[config.mk]
export PLATFORM = sky130hd
export DESIGN_NAME = noc_route_decoder
export DESIGN_NICKNAME = d
export VERILOG_FILES = /design/src/rtl/noc_route_decoder.sv
export SDC_FILE = /design/constraint.sdc
export NUM_CORES = 1
export LEC_CHECK = 0
export CAP_MARGIN = 20
export CORE_ASPECT_RATIO = 1.1
export CORE_UTILIZATION = 55
export DETAILED_ROUTE_END_ITERATION = 10
export PLACE_DENSITY = 0.82
export SLEW_MARGIN = 25
export SYNTH_ARGS = -nofsm -noshare
export SYNTH_HDL_FRONTEND = slang
export SYNTH_HIERARCHICAL = 1
export SYNTH_SLANG_ARGS = --single-unit
export TNS_END_PERCENT = 5
[constraint.sdc]
create_clock -name clk -period 6.8 [get_ports clk]
set_clock_uncertainty 0.2 [all_clocks]
set_input_delay 1.7 -clock clk [delete_from_list [all_inputs] [get_ports clk]]
set_output_delay 1.7 -clock clk [all_outputs]
set_load 0.1 [all_outputs]
[src/rtl/noc_route_decoder.sv]
// NoC routing node: decodes the address field of each flit and steers it to one of two
// buffered output channels, with a buffered route-select token stream and debug counters.

module noc_route_decoder_fifo #(
    parameter int W     = 9,
    parameter int DEPTH = 2
) (
    input  logic         clk,
    input  logic         rst_n,
    input  logic         push,
    input  logic [W-1:0] push_data,
    output logic         full,
    output logic         valid,
    input  logic         ready,
    output logic [W-1:0] data
);
    localparam int PW = $clog2(DEPTH);
    localparam logic [PW:0] FULL_CNT = (PW + 1)'(DEPTH);

    logic [W-1:0]  mem [DEPTH];
    logic [PW-1:0] wr_ptr;
    logic [PW-1:0] rd_ptr;
    logic [PW:0]   count;
    logic          pop;

    // Valid is forced low during reset, before the first reset edge has cleared the count.
    assign valid = rst_n && (count != '0);
    assign pop   = valid && ready;
    assign full  = (count == FULL_CNT);
    assign data  = mem[rd_ptr];

    always_ff @(posedge clk) begin
        if (!rst_n) begin
            wr_ptr <= '0;
            rd_ptr <= '0;
            count  <= '0;
        end else begin
            if (push) begin
                wr_ptr <= wr_ptr + PW'(1);
            end
            if (pop) begin
                rd_ptr <= rd_ptr + PW'(1);
            end
            case ({push, pop})
                2'b10:   count <= count + (PW + 1)'(1);
                2'b01:   count <= count - (PW + 1)'(1);
                default: count <= count;
            endcase
        end
    end

    always_ff @(posedge clk) begin
        if (push) begin
            mem[wr_ptr] <= push_data;
        end
    end
endmodule

module noc_route_decoder #(
    parameter int                DATA_W     = 9,
    parameter int                ADDR_W     = 4,
    parameter int                ADDR_LSB   = 5,
    parameter logic [ADDR_W-1:0] NODE_ADDR  = 4'b1110,
    parameter logic [ADDR_W-1:0] NODE_MASK  = 4'b1110,
    parameter bit                LEAF       = 1'b1,
    parameter int                FIFO_DEPTH = 2,
    parameter int                SEL_DEPTH  = 4,
    parameter int                CNT_W      = 16
) (
    input  logic              clk,
    input  logic              rst_n,
    input  logic              in_valid,
    output logic              in_ready,
    input  logic [DATA_W-1:0] in_data,
    output logic              out0_valid,
    input  logic              out0_ready,
    output logic [DATA_W-1:0] out0_data,
    output logic              out1_valid,
    input  logic              out1_ready,
    output logic [DATA_W-1:0] out1_data,
    output logic              sel_valid,
    input  logic              sel_ready,
    output logic              sel_data,
    output logic [CNT_W-1:0]  cnt0,
    output logic [CNT_W-1:0]  cnt1
);
    function automatic int leading_ones(input logic [ADDR_W-1:0] m);
        int n;
        n = 0;
        for (int i = ADDR_W - 1; i >= 0; i--) begin
            if (m[i] && (n == ADDR_W - 1 - i)) begin
                n++;
            end
        end
        return n;
    endfunction

    localparam int TREE_K = leading_ones(NODE_MASK);

    if ((ADDR_LSB < 0) || (ADDR_LSB + ADDR_W > DATA_W)) begin : g_bad_addr
        $error("noc_route_decoder: address field exceeds DATA_W");
    end
    if ((FIFO_DEPTH < 2) || ((FIFO_DEPTH & (FIFO_DEPTH - 1)) != 0)) begin : g_bad_fifo
        $error("noc_route_decoder: FIFO_DEPTH must be a power of 2 and >= 2");
    end
    if ((SEL_DEPTH < 2) || ((SEL_DEPTH & (SEL_DEPTH - 1)) != 0)) begin : g_bad_sel
        $error("noc_route_decoder: SEL_DEPTH must be a power of 2 and >= 2");
    end

    logic dest;
    logic full0;
    logic full1;
    logic sel_full;
    logic accept;
    logic push0;
    logic push1;

    if (LEAF) begin : g_leaf
        logic [ADDR_W-1:0] addr;
        assign addr = in_data[ADDR_LSB+ADDR_W-1:ADDR_LSB];
        assign dest = ((addr & NODE_MASK) == NODE_ADDR) ? 1'b0 : 1'b1;
    end else if (TREE_K >= ADDR_W) begin : g_tree_full
        assign dest = 1'b0;
    end else begin : g_tree
        // The bit just below the mask's run of leading ones picks the subtree.
        assign dest = in_data[ADDR_LSB+ADDR_W-1-TREE_K];
    end

    assign in_ready = rst_n && !(dest ? full1 : full0) && !sel_full;
    assign accept   = in_valid && in_ready;
    assign push0    = accept && !dest;
    assign push1    = accept && dest;

    noc_route_decoder_fifo #(.W(DATA_W), .DEPTH(FIFO_DEPTH)) u_fifo0 (
        .clk       (clk),
        .rst_n     (rst_n),
        .push      (push0),
        .push_data (in_data),
        .full      (full0),
        .valid     (out0_valid),
        .ready     (out0_ready),
        .data      (out0_data)
    );

    noc_route_decoder_fifo #(.W(DATA_W), .DEPTH(FIFO_DEPTH)) u_fifo1 (
        .clk       (clk),
        .rst_n     (rst_n),
        .push      (push1),
        .push_data (in_data),
        .full      (full1),
        .valid     (out1_valid),
        .ready     (out1_ready),
        .data      (out1_data)
    );

    noc_route_decoder_fifo #(.W(1), .DEPTH(SEL_DEPTH)) u_sel_fifo (
        .clk       (clk),
        .rst_n     (rst_n),
        .push      (accept),
        .push_data (dest),
        .full      (sel_full),
        .valid     (sel_valid),
        .ready     (sel_ready),
        .data      (sel_data)
    );

    always_ff @(posedge clk) begin
        if (!rst_n) begin
            cnt0 <= '0;
            cnt1 <= '0;
        end else begin
            if (push0 && (cnt0 != '1)) begin
                cnt0 <= cnt0 + CNT_W'(1);
            end
            if (push1 && (cnt1 != '1)) begin
                cnt1 <= cnt1 + CNT_W'(1);
            end
        end
    end
endmodule

==> impl_results.md <==
* Setup tns final at 0 ns
* DR WL/cell at 16.1 um
* Most common cell after layout, fill and taps aside: clkdlybuf4s50_1
* Crit path max fanout at 7
* Core ar. at 0.00743 mm^2
* Post-CTS Setup Bufs at 0
* Site Rows at 33
* Area of placed instances at 0.00496 mm^2
* Power, Total at 1.19 mW
* Clock sinks at 91
* Routed Antenna Nets at 0
* CTS max path bufs at 2
* CP endpoint kind: primary output
* Status: completed
* Synthesized area per cell at around 11 um^2
* Non-filler cells, final at 531
* Slew Limit Fails at 0
* Hold_sp: cnt0[5]
* Pre-Repair DR Iteration Count at 4
* Post-synthesis cell count at approximately 370
* CP bufs+invs at 3
* Gpl congestion at roughly 0.85
* Reg2reg path depth at 11
* Pin count of the biggest net entering global routing at 26
* Synth cell types at 62
* Worst r2r dst: u_sel_fifo/count[2]
* Die height at 93.6 um
* Hold WC Path Type: reg -> reg
* Leakage Power at between 1.5 and 2 nW
* Worst Hold Depth at 2
* Hold buffers post-CTS at 0
* Antenna violations before repair at 0
* Cell family with most CP delay: buffers and inverters
* Cell at the slowest stage of the critical path: clkdlybuf4s50_1
* Reg2Reg Setup Slack at 3.79 ns
* Tcrit/Tclk final at about 84%
* CTS buffer count at 9
* Yosys top cell by area: edfxtp_1
* Setup CP Type: in -> out
* Vias in the first global route at 3000
* H-tree depth at 3
* Gr ovfl total at 0
* Max-slew headroom at around a third
* Setup violations, final at 0
* Post-route DRC at 0
* Port bufs at a little under 70
* Fill count at 560
* Power per Cell Area at 230 mW/mm^2
* Share of post-route cells with drive strength above 1 at 14.0%
* Slack of the critical path at 1.07 ns
* Die X-Extent at 85.3 um
* Final Core Density at approximately 70%
* Crit-path max cell delay at 0.53 ns
* Clock Tree Root: clkbuf_8
* Ys flop type: dfxtp_1
* Area share of the largest cell type after synthesis at 28.6%
* Max IR drop VDD at 0.000127 V
* CP Data Arrival Time at 3.83 ns
* Reg clk slew, reported paths at approximately 0.09 ns
* Ranking of synthesized cells by area: edfxtp_1 29%, dfxtp_1 24%, mux2_2 4.8%
* Total GRT Usage at a little under a quarter
* Commonest non-fill, non-tap cells in the layout: 65 x clkdlybuf4s50_1, 51 x dfxtp_1, 40 x edfxtp_1
* Sequential share of the synthesized area at 53.0%
* RSZ-0062 raised after global routing: false
* Die area at around 0.0080 mm^2
* Fin area at between 0.005 and 0.006 mm^2
* Final Hold Fails at 0
* Fin crit period at 5.73 ns
* Initial Util at 56.4%
* Post-detailed-routing wire length at 8.54 mm
* Total Nets Final at 464
* I/O pin total at 70
* Reg-to-reg startpoint: u_fifo1/count[0]
* P&R area growth vs syn at 23.6%
* Pre-CTS WS at between 1 and 1.5 ns
* Initial drt markers at 63
* Antenna diode count at 0
* Post-synth EDFFs at 40
* Asr flop ratio synth at 0%
* YS warnings at 6
* DP Cell Count at 515
* CP cell instances: clkdlybuf4s50_1, and3_1, inv_2, and2_1, a2111oi_2, buf_12
* Max Freq at roughly 0.17 GHz
* Worst-margin pin slew at 0.992 ns
* Mapped Area at 0.00420 mm^2
* #FFs+latches synth at 91
* Vias at 3127
* Clock Latency Late Sink at 0.36 ns
* Hold endpoint: cnt0[5]
* Max_cap viols at 0
* First-pass GRT wire length at 14.0 mm
* CTS resizes at 0
* Worst Setup Start Kind: primary input
* Worst path required time at 4.90 ns
* DP Wirelength at 5.99 mm
* Fin Hold WS at approximately 0.32 ns
* Average vias per placed instance at 5.89
* CTS tree: done
* Synthesized net count at 390
## state kept, by name (all words and copies together), names as in the netlist, named ones only
name / flops
cnt0: 16
u_fifo0/count: 2
u_sel_fifo/wr_ptr: 2
u_fifo0/rd_ptr: 1
u_fifo0/wr_ptr: 1
u_fifo1/rd_ptr: 1
u_sel_fifo/count: 3
u_fifo1/wr_ptr: 1
u_fifo1/mem: 18
u_sel_fifo/mem: 4
u_fifo0/mem: 18
u_fifo1/count: 2
u_sel_fifo/rd_ptr: 2
cnt1: 16
## worst register-to-register path, delay by kind of cell, from the launching register on
| kind | cells | cell delay [ns] |
|---|---|---|
| xor+xnor | 1 | 0.07 |
| compound gates | 2 | 0.66 |
| flops | 1 | 0.43 |
| buf+inv | 2 | 0.14 |
| fa+ha+maj | 2 | 0.39 |
| simple gates | 4 | 1.06 |
## cells in the mapped netlist, types with 9 or more instances
| cell | number |
|---|---|
| dfxtp_1 | 51 |
| edfxtp_1 | 40 |
| a21oi_1 | 20 |
| nor2_1 | 20 |
| mux2_2 | 18 |
| and2_1 | 17 |
| inv_1 | 17 |
| nand2_1 | 15 |
| o31ai_1 | 13 |
| or4_1 | 12 |
| nand3_1 | 10 |
| ha_1 | 9 |
| nor3_1 | 9 |
## cell type report
type                       instances  area [um^2]  share of cell area [%]
sequential                        91         2220                    42.9
inverter                          20         75.1                    1.45
multi-input combinational        246         1850                    35.7
tap                               87          109                    2.10
clock inverter                     7         95.1                    1.83
clock buffer                       9          124                    2.39
timing repair buffer              71          708                    13.7
## kinds of logic (layout without fill, tap and decap cells)
group,count (synthesis),count (layout),synth area share [%]
AOI/OAI and AO/OA,67,67,11.2
adders and majority gates,10,10,3.16
xor gates and xnor gates,11,11,2.30
and+or+nand+nor,132,132,20.4
buffers and inverters,28,107,2.92
muxes,26,26,7.04
DFF,91,91,53.0
## report_power, final
group	internal (mW)	total [mW]	leakage (nW)	switching, mW
clock network	0.181	0.389	0.111	0.208
logic	0.0617	0.200	0.852	0.138
registers	0.587	0.605	0.774	0.0179
total	0.830	1.19	1.74	0.365
## routing by layer
layer / wire length (um) / vias up / track usage [%]
met5: 0 / - / 0
met4: 78 / 0 / 7.50
met3: 427 / 7 / 6.44
met2: 4310 / 80 / 39.5
met1: 3720 / 1517 / 27.1
li1: - / 1523 / -
## how the worst max path moves through the flow
stage	from	depth (start not counted)	slack, ns	to
3_3_place_gp	in_data[8]	6	1.18	in_ready
6_report	in_data[8]	6	1.07	in_ready
5_1_grt	in_data[8]	6	0.97	in_ready
2_1_floorplan	in_data[8]	5	0.67	in_ready
3_5_place_dp	in_data[8]	6	1.08	in_ready
4_1_cts	in_data[8]	6	1.04	in_ready
(Power assumes the default switching activity.)
